### src/rtl/operand_serializer.sv
// Feeds three operands bit-serially (MSB first) into a size-exploration DUT, waits
// for it to settle, then reads its 32-bit result back in two byte-select phases.
module operand_serializer #(
    parameter int WIDTH  = 8,
    parameter int SETTLE = 2
) (
    input  logic        clk,
    input  logic        reset,
    input  logic        in_valid,
    output logic        in_ready,
    input  logic [31:0] op_a,
    input  logic [31:0] op_b,
    input  logic [31:0] op_c,
    output logic [2:0]  ser_out,
    output logic        sel,
    input  logic [7:0]  dut_lo,
    input  logic [7:0]  dut_hi,
    output logic        res_valid,
    input  logic        res_ready,
    output logic [31:0] res_data
);

    localparam int CW = 5;

    // Handshakes: a transfer happens on a rising edge where valid and ready are both 1;
    // in_ready is high only in ST_IDLE, res_valid only in ST_DONE.
    typedef enum logic [2:0] {
        ST_IDLE,
        ST_SHIFT,
        ST_SETTLE,
        ST_READ1,
        ST_READ0,
        ST_DONE
    } state_t;

    state_t             r_state;
    state_t             w_state_nxt;
    logic [WIDTH-1:0]   r_sh_a;
    logic [WIDTH-1:0]   r_sh_b;
    logic [WIDTH-1:0]   r_sh_c;
    logic [WIDTH-1:0]   w_sh_a_nxt;
    logic [WIDTH-1:0]   w_sh_b_nxt;
    logic [WIDTH-1:0]   w_sh_c_nxt;
    logic [CW-1:0]      r_bit_cnt;
    logic [3:0]         r_settle_cnt;
    logic [2:0]         r_ser_out;
    logic [31:0]        r_res_data;
    logic               w_unused_ops;

    // Operand bits above WIDTH never reach the DUT.
    assign w_unused_ops = ^{op_a, op_b, op_c};

    assign w_sh_a_nxt = r_sh_a << 1;
    assign w_sh_b_nxt = r_sh_b << 1;
    assign w_sh_c_nxt = r_sh_c << 1;

    assign ser_out  = r_ser_out;
    assign res_data = r_res_data;

    always_comb begin
        w_state_nxt = r_state;
        in_ready    = 1'b0;
        sel         = 1'b1;
        res_valid   = 1'b0;
        case (r_state)
            ST_IDLE: begin
                in_ready = 1'b1;
                if (in_valid) w_state_nxt = ST_SHIFT;
            end
            ST_SHIFT: begin
                if (r_bit_cnt == '0) w_state_nxt = (SETTLE == 0) ? ST_READ1 : ST_SETTLE;
            end
            ST_SETTLE: begin
                if (r_settle_cnt == 4'(SETTLE - 1)) w_state_nxt = ST_READ1;
            end
            ST_READ1: w_state_nxt = ST_READ0;
            ST_READ0: begin
                sel         = 1'b0;
                w_state_nxt = ST_DONE;
            end
            ST_DONE: begin
                res_valid = 1'b1;
                if (res_ready) w_state_nxt = ST_IDLE;
            end
            default: w_state_nxt = ST_IDLE;
        endcase
    end

    always_ff @(posedge clk) begin
        if (reset) begin
            r_state      <= ST_IDLE;
            r_sh_a       <= '0;
            r_sh_b       <= '0;
            r_sh_c       <= '0;
            r_bit_cnt    <= '0;
            r_settle_cnt <= '0;
            r_ser_out    <= '0;
            r_res_data   <= '0;
        end else begin
            r_state <= w_state_nxt;
            case (r_state)
                ST_IDLE: begin
                    if (in_valid) begin
                        r_sh_a    <= op_a[WIDTH-1:0];
                        r_sh_b    <= op_b[WIDTH-1:0];
                        r_sh_c    <= op_c[WIDTH-1:0];
                        r_bit_cnt <= CW'(WIDTH - 1);
                        r_ser_out <= {op_c[WIDTH-1], op_b[WIDTH-1], op_a[WIDTH-1]};
                    end
                end
                ST_SHIFT: begin
                    // The shift registers keep the bit currently on the lanes at their MSB.
                    r_sh_a       <= w_sh_a_nxt;
                    r_sh_b       <= w_sh_b_nxt;
                    r_sh_c       <= w_sh_c_nxt;
                    r_settle_cnt <= '0;
                    if (r_bit_cnt != '0) begin
                        r_bit_cnt <= r_bit_cnt - CW'(1);
                        r_ser_out <= {w_sh_c_nxt[WIDTH-1], w_sh_b_nxt[WIDTH-1], w_sh_a_nxt[WIDTH-1]};
                    end else begin
                        r_ser_out <= '0;
                    end
                end
                ST_SETTLE: r_settle_cnt <= r_settle_cnt + 4'd1;
                ST_READ1: begin
                    r_res_data[7:0]   <= dut_lo;
                    r_res_data[23:16] <= dut_hi;
                end
                ST_READ0: begin
                    r_res_data[15:8]  <= dut_lo;
                    r_res_data[31:24] <= dut_hi;
                end
                default: ;
            endcase
        end
    end

endmodule

### config.mk
export PLATFORM = sky130hd
export DESIGN_NAME = operand_serializer
export DESIGN_NICKNAME = d
export VERILOG_FILES = /design/src/rtl/operand_serializer.sv
export SDC_FILE = /design/constraint.sdc
export NUM_CORES = 1
export LEC_CHECK = 0
export ABC_AREA = 1
export BUFFER_PORTS_ARGS = -buffer_cell sky130_fd_sc_hd__clkbuf_2
export CAP_MARGIN = 10
export CORE_UTILIZATION = 45
export CTS_BUF_LIST = sky130_fd_sc_hd__clkbuf_8
export DETAILED_ROUTE_END_ITERATION = 6
export PLACE_DENSITY = 0.86
export SLEW_MARGIN = 15
export SYNTH_ARGS = -nofsm -noshare
export SYNTH_HDL_FRONTEND = slang
export SYNTH_SLANG_ARGS = --single-unit
### constraint.sdc
create_clock -name clk -period 1.8 [get_ports clk]
set_clock_uncertainty 0.15 [all_clocks]
set_input_delay 0.27 -clock clk [delete_from_list [all_inputs] [get_ports clk]]
set_output_delay 0.27 -clock clk [all_outputs]
set_load 0.1 [all_outputs]
# [Word level (Yosys, flattened, before mapping)]
# Index checks and enable logic that the tools add are counted.
[word_totals] rom_bits=0 latchBits=0 word_cells=51 register_bits=68 memories=0 mem_bits_rw=0 input_bits=116
[classes] addsub=2 shifts=0 order_cmp=0 bitwise=0 eq_ne=11 n_mux=21 n_reduce_logical=8 div_mod_pow=0 mul=0
[op_table] operator="case mux 7 bit (2 select lines)" n=3
[op_table] operator="2-to-1 mux 7 bit" n=3
[op_table] operator="2-to-1 mux 3 bit" n=6
[op_table] operator="case mux 3 bit (6 select lines)" n=1
[op_table] operator="2-to-1 mux 5 bit" n=2
[op_table] operator="!= test 2 bit (second input constant)" n=5
[op_table] operator="case mux 5 bit (2 select lines)" n=1
[op_table] operator="case mux 4 bit (2 select lines)" n=1
[op_table] operator="== test 3 x 2 -> 1 bit (second input constant)" n=2
[op_table] operator="== test 3 bit (second input constant)" n=2
[op_table] operator="case mux 3 bit (2 select lines)" n=1
[op_table] operator="logical NOT 5 bit" n=1
[op_table] operator="nonzero test 5 bit" n=1
[op_table] operator="subtractor 5 x 1 -> 5 bit (second input constant)" n=1
[op_table] operator="adder 4 x 1 -> 4 bit (second input constant)" n=1
[op_table] operator="== test 4 x 1 -> 1 bit (second input constant)" n=1
[op_table] operator="AND reduction 4 bit" n=1
[op_table] operator="nonzero test 2 bit" n=2
[op_table] operator="== test 3 x 1 -> 1 bit (second input constant)" n=1
[op_table] operator="logical NOT 3 bit" n=1
[op_table] operator="2-to-1 mux 1 bit" n=3
[op_table] operator="AND reduction 3 bit" n=1
[op_table] operator="AND reduction 2 bit" n=1

# [Logic depth before layout (Yosys ltp)]
# Gate-level depths: netlist of the first run.
[logic_depth] ltp_word=3 mapped_depth=8 mapped_depth_nobuf=8

# [Worst setup path before layout of the first run]
# OpenSTA, ideal clock, no wires.
[synth_path] path_kind="reg2out" start="register r_state[1]" end="output res_valid" setup_slack_ns=-0.454 n_path_buf=0 path_stages_with_launch=4 arrival_time_ns=1.834 t_required_ns=1.380 cell_sequence="dfxtp_1 inv_1 nand2_1 nor2_1"
[synth_between] elab_chain_cells=2
[synth_rtl] item="start: declaration" line_no="36" source="state_t r_state;"
[synth_rtl] item="start signal: assignment" line_no="100" source="r_state <= w_state_nxt;"
[synth_rtl] item="== test 3 bit" line_no="65" source="case (r_state)"
[synth_rtl] item="2-to-1 mux 1 bit" line_no="65"
[synth_rtl] item="end: declaration" line_no="18" source="output logic res_valid,"
# No other way between the ends.

# [Worst setup path in the final report of the first run]
[layout_path] start="register r_state[2]" end="output in_ready"
[layout_between] elab_chain_cells=2
[layout_rtl] item="logical NOT 3 bit" line_no="65"
[layout_rtl] item="2-to-1 mux 1 bit" line_no="65"
[layout_rtl] item="end: declaration" line_no="10" source="output logic in_ready,"
# No other way between the ends.

==> reports/results.tsv, run 1 <==
metric	value	unit
run status	finished, final reports clean	
commonest cells after routing, fill and taps aside	125 x nor2_1, 78 x clkbuf_2, 65 x dfxtp_1	
Pleak	1.71	nW
cell area after synthesis	2840	um2
crit-path max FO	6	
pin slew with the least headroom to its limit	0.568	ns
post-synthesis async set-or-reset flop share	0	%
Worst EP required	1.38	ns
warnings from Yosys	0	
initial antenna violation count	0	
dpl cell area	3390	um2
first-pass GRT wire length	11.1	mm
crit share post-route	96.8	%
Tmin final	1.74	ns
power per cell area	1880	nW/um2
H-tree levels	3	
RR Startpoint	r_state[1]	
clock-pin slew on the worst setup and hold paths	0.07	ns
Mapped Nets	500	
DR WL/cell	12.8	um
peak supply drop	1230	uV
initial core utilization	47.3	%
Iteration-0 DRC Markers	141	
Cell Rows	28	
Setup crit start	r_state[2]	
number of cells on the worst reg-to-reg path	8	
HP Class	in2reg	
Die ar.	6620	um2
total power	0.00685	W
worst path cell trace	inv_4 -> nand2_4 -> nor2_4 -> buf_12	
Final GP Congestion	0.803	
GRT Util Overall	22.0	%
M1 GR Usage	25.4	%
Synth Instances	381	
global routing's busiest layer	met2	
CTS sink cnt	68	
TNS Setup	0	ns
grt ovf	0	
TritonCTS Buffers	9	
slowest stage delay, CP	0.39	ns
Setup crit end	in_ready	
Top FF cell, synth	dfxtp_1	
total area of sequential cells	1370	um2
sequential-to-total area share from yosys stat	48.0	%
CP Launch Type	flip-flop	
syn avg cell area	7.44	um2
Die Ht	81.4	um
worst hold slack	0.0131	ns
DR DRC count	0	
EDFF count, synth	0	
largest net degree at the start of global routing	33	
max cap viols	0	
die width	81.4	um
Final setup viols	0	
Critical R2R Capture	r_bit_cnt[3]	
Final Max Slew Viols	0	
I/O Buffers	81	
met3 Usage GRT	5.73	%
critical path class	reg2out	
DR vias/cell	5.11	
Max Clk Rate	574	MHz
crit end category	output port	
ANT cells	0	
area grow syn2layout	28.6	%
first drt pass iteration count	4	
Slew Limit Headroom	62.3	%
ratio of cells with drive above 1 in the final layout	29.5	%
Root Driver	clkbuf_8	
Via Count	2806	
Filler Cell Count	529	
most common cell after layout, fill and taps aside	nor2_1	
Post-CTS Repair Setup Buffers	0	
#FFs+latches synth	68	
Placeable Area	5990	um2
RSZ-0062 raised after global routing	false	
clock latency on the worst-skew pair	0.34	ns
fin area	3640	um2
slowest stage cell, crit path	dfxtp_4	
IO Pins	154	
Detail Placement HPWL	4.77	mm
fin nets	588	
met2 Track Usage GR	38.2	%
Fin. Hold Viols	0	
multi-input logic area	1370	um2
vias in the first global route	2513	
final WL	7.05	mm
Antenna Nets Post-Route	0	
Distinct cells, synth	25	
CTS tree	yes	
WP data arrival	1.32	ns
r2r setup slk	0.18	ns
clock tree buffer depth	2	
## worst min-delay path by stage
stage	slack (ns)	cells past startpoint	end	start
2_1_floorplan	0.18	1	r_state[2]	reset
3_3_place_gp	0.30	2	r_sh_a[0]	r_sh_a[0]
3_5_place_dp	0.32	2	r_sh_b[0]	r_sh_b[0]
4_1_cts	0.003	3	r_sh_a[0]	op_a[0]
5_1_grt	0.009	3	res_data[3]	dut_lo[3]
6_report	0.01	3	r_sh_a[0]	op_a[0]
## cells in the mapped netlist (2+ instances only)
cell      count  area (um2)
nor2_1      127         477
dfxtp_1      68        1360
o21ai_0      56         280
nand2_1      38         143
inv_1        20        75.1
nor3_2       16         160
a21oi_1      10        50.1
nand3_1       8        40.0
clkbuf_1      7        26.3
nand2_2       4        25.0
o21ai_1       4        20.0
buf_2         3        15.0
buf_4         3        22.5
ha_1          3        37.5
nand4_1       3        18.8
inv_2         2        7.51
## sequential cells by signal, summed over array words and instances, names as in the netlist
register / cells
r_state: 3
r_sh_b: 7
r_sh_a: 7
r_bit_cnt: 5
ser_out: 3
r_settle_cnt: 4
res_data: 32
r_sh_c: 7
## stage by stage
step | cells | utilization, % | worst slack [ns]
floorplan | 381 | - | -0.0289
global placement | 530 | 56.5 | 0.189
detailed placement | 530 | 56.5 | 0.142
CTS | 548 | 60.5 | 0.0146
global route | 549 | 60.8 | 0.000981
finish | 549 | 60.8 | 0.0576
## what timing repair did
item | CTS | global route
cloned | 0 | 1
pin swaps | 0 | 1
endpoints found under the setup margin | 1 | 26
gates resized for setup | 5 | 5
endpoints found under the hold margin | 2 | 0
hold buffers | 2 | 0
## metal layers
layer	share of wire, %	vias up	routed length, um
met5	0	-	0
met4	1.9	0	131
met3	4.7	14	329
met2	51	84	3630
met1	42	1301	2960
li1	-	1407	-
## cell type report
| type | instances | share of cell area (%) |
|---|---|---|
| sequential | 68 | 37.5 |
| multi-input combinational | 277 | 37.5 |
| timing repair buffer | 91 | 14.6 |
| clock buffer | 11 | 4.15 |
| tap | 75 | 2.57 |
| inverter | 22 | 2.33 |
| clock inverter | 5 | 1.41 |
## where the power goes
part	internal (W)	switching, W
logic	0.000809	0.00255
registers	0.00195	0.000262
clock network	0.000706	0.000570
## worst max-delay path, delay by kind of cell, from the launching register on
family	cells	cell delay (ns)
flops	1	0.39
simple gates	2	0.27
buf+inv	2	0.32
## logic make-up (layout without fill, tap and decap cells)
group	count (synthesis)	count (layout)	share of synthesized area, %
compound gates	71	71	12.6
xor+xnor	1	1	0.309
fa+ha+maj	3	3	1.32
buf+inv	37	129	5.47
flops	68	68	48.0
simple gates	201	202	32.3
(Power assumes the default switching activity.)
==> run 2, diff against run 1 <==
==> constraint.sdc (replaced) <==
create_clock -name clk -period 1.9 [get_ports clk]
set_clock_uncertainty 0.15 [all_clocks]
set_input_delay 0.285 -clock clk [delete_from_list [all_inputs] [get_ports clk]]
set_output_delay 0.285 -clock clk [all_outputs]
set_load 0.1 [all_outputs]
==> run 2 against run 1 <==
  * Count of clock-buffer cells in the layout fell by 1
  * Critical path type unchanged
  * Clock power fell by 6%
  * Critical path depth did not move
  * Hold slack barely moved
  * Non-clock buffer count fell by 3
  * Total power fell by 8.0%
  * Sequential share of layout area rose by 0.68 points
==> reports/results.tsv, run 2 (synthesis results as in run 1) <==
metric	value	unit	change
run status	finished, final reports clean		
area grow syn2layout	25.7	%	
Met3 Wirelength	298	um	-9.4%
max FFs per register	32		unchanged
CTS Hold Bufs	0		-2
Detail Placement HPWL	4.50	mm	-5.6%
Die ar.	6620	um2	unchanged
initial core utilization	47.3	%	unchanged
slowest stage cell, crit path	dfxtp_1		
fin area	3560	um2	-2.2%
Pleak	1.67	nW	-2.4%
total power	0.00631	W	-8.0%
ratio of cells with drive above 1 in the final layout	27.9	%	-1.7 points
Final Max Slew Viols	0		unchanged
peak supply drop	1050	uV	-15%
Root Driver	clkbuf_8		
Placeable Area	5990	um2	unchanged
worst path cell trace	nor2_1 -> nand2_1 -> buf_4 -> buf_12		
first-pass GRT wire length	10.0	mm	-9.3%
switch share	49.2	%	-0.11 points
WP data arrival	1.36	ns	+0.04 ns
number of cells on the worst reg-to-reg path	8		unchanged
GRT Util Overall	20.3	%	-1.7 points
final WL	6.40	mm	-9.2%
Slew Limit Headroom	63.0	%	+0.72 points
routed length on met1	2.78	mm	-6.2%
Critical R2R Capture	ser_out[0]		
die width	81.4	um	unchanged
most common cell after layout, fill and taps aside	nor2_1		
Worst EP required	1.46	ns	+0.08 ns
H-tree levels	3		unchanged
first drt pass iteration count	4		unchanged
CTS sink cnt	68		unchanged
crit end category	output port		
NetSw	0.00310	W	-8.2%
critical path class	reg2out		
CP Launch Type	flip-flop		
largest net degree at the start of global routing	33		unchanged
RR Startpoint	r_state[0]		
Post-CTS Repair Setup Buffers	0		unchanged
Tmin final	1.80	ns	
Pint	0.00320	W	-7.7%
Final setup viols	0		unchanged
Antenna Nets Post-Route	0		unchanged
r2r setup slk	0.17	ns	about the same
ANT cells	0		unchanged
Cell Rows	28		unchanged
vias in the first global route	2404		-4.3%
Fin. Hold Viols	0		unchanged
pin slew with the least headroom to its limit	0.557	ns	-0.0109 ns
HP Class	in2reg		
hold depth	3		unchanged
RSZ-0062 raised after global routing	false		
Filler Cell Count	551		+4.2%
commonest cells after routing, fill and taps aside	126 x nor2_1, 78 x clkbuf_2, 68 x dfxtp_1		
clock tree buffer depth	2		unchanged
initial antenna violation count	0		unchanged
met2 wire len	3.21	mm	-11%
Crit path buffers/inverters	2		unchanged
Top Family by Delay on Critical Path	flip-flops		
sequential share of power	32.9	%	+0.5 points
post_cts resized	0		-5
TNS Setup	0	ns	unchanged
Hold Path Sink	r_sh_b[0]		
CTS tree	yes		
dpl cell area	3360	um2	-0.70%
power per cell area	1770	nW/um2	-5.8%
Comb power frac	48.0	%	-1.0 points
Die Ht	81.4	um	unchanged
I/O Buffers	81		unchanged
slowest stage delay, CP	0.36	ns	-0.03 ns
Final GP Congestion	0.803		about the same
DR top layer	met4		
crit share post-route	94.5	%	
grt ovf	0		unchanged
crit-path max FO	9		+3
Iteration-0 DRC Markers	133		-5.7%
DR vias/cell	4.86		-5.0%
min-delay src	op_b[0]		
Via Count	2646		-5.7%
DR DRC count	0		unchanged
clock-pin slew on the worst setup and hold paths	0.07	ns	about the same
TritonCTS Buffers	9		unchanged
Max Clk Rate	557	MHz	
clock latency on the worst-skew pair	0.35	ns	about the same
DR WL/cell	11.7	um	-8.5%
fin nets	584		-0.68%
power share of the clock group	19.1	%	+0.5 points
max cap viols	0		unchanged
IO Pins	154		unchanged
-- run 2: changes by cell type in the layout (fill, tap and decap cells not counted), sizes merged --
cell | before | now
buf | 11 | 10
clkbuf | 89 | 88
clkinv | 2 | 3
clkinvlp | 1 | 2
dlygate4sd3 | 2 | 0
inv | 23 | 22
nand2 | 44 | 43
-- run 2: power by group through the flow --
stage / clock (W) / combinational [W] / sequential (W)
3_5_place_dp: 0 / 0.00303 / 0.00210
5_1_grt: 0.00129 / 0.00329 / 0.00212
3_3_place_gp: 0 / 0.00298 / 0.00208
2_1_floorplan: 0 / 0.00149 / 0.00308
4_1_cts: 0.00123 / 0.00304 / 0.00207
6_report: 0.00120 / 0.00303 / 0.00207
-- run 2: routing by layer --
layer	vias up	track usage, %
met2	62	34.9
met3	10	5.17
li1	1395	-
met1	1179	23.2
met5	-	0
met4	0	10.0
-- run 2: metrics by stage --
stage          utilization, %  instances  setup slack (ns)  hold WS (ns)
6_report                 59.5        545             0.104        0.0126
5_1_grt                  59.5        545            0.0137       0.00998
4_1_cts                  59.5        545            0.0920       0.00520
3_3_place_gp             56.1        529             0.209         0.301
2_1_floorplan               -        381            0.0125         0.204
3_5_place_dp             56.1        529             0.199         0.301
-- run 2: how the worst max path moves through the flow --
stage	cells past startpoint	start	endpoint
6_report	4	r_state[1]	sel
4_1_cts	4	r_state[1]	sel
2_1_floorplan	8	r_state[2]	ser_out[0]
3_5_place_dp	8	r_state[2]	ser_out[0]
5_1_grt	4	r_state[1]	sel
3_3_place_gp	8	r_state[2]	ser_out[1]
-- run 2: worst min-delay path, delay by kind of cell --
kind	cells	cell delay, ns
buf+inv	1	0.08
simple gates	1	0.05
compound gates	1	0.05
-- run 2: final cells by class --
class | instances | area, um2 | share of cell area, %
multi-input combinational | 276 | 1320 | 37.1
sequential | 68 | 1360 | 38.2
clock inverter | 6 | 63.8 | 1.79
clock buffer | 10 | 138 | 3.86
tap | 75 | 93.8 | 2.63
inverter | 22 | 82.6 | 2.32
timing repair buffer | 88 | 503 | 14.1
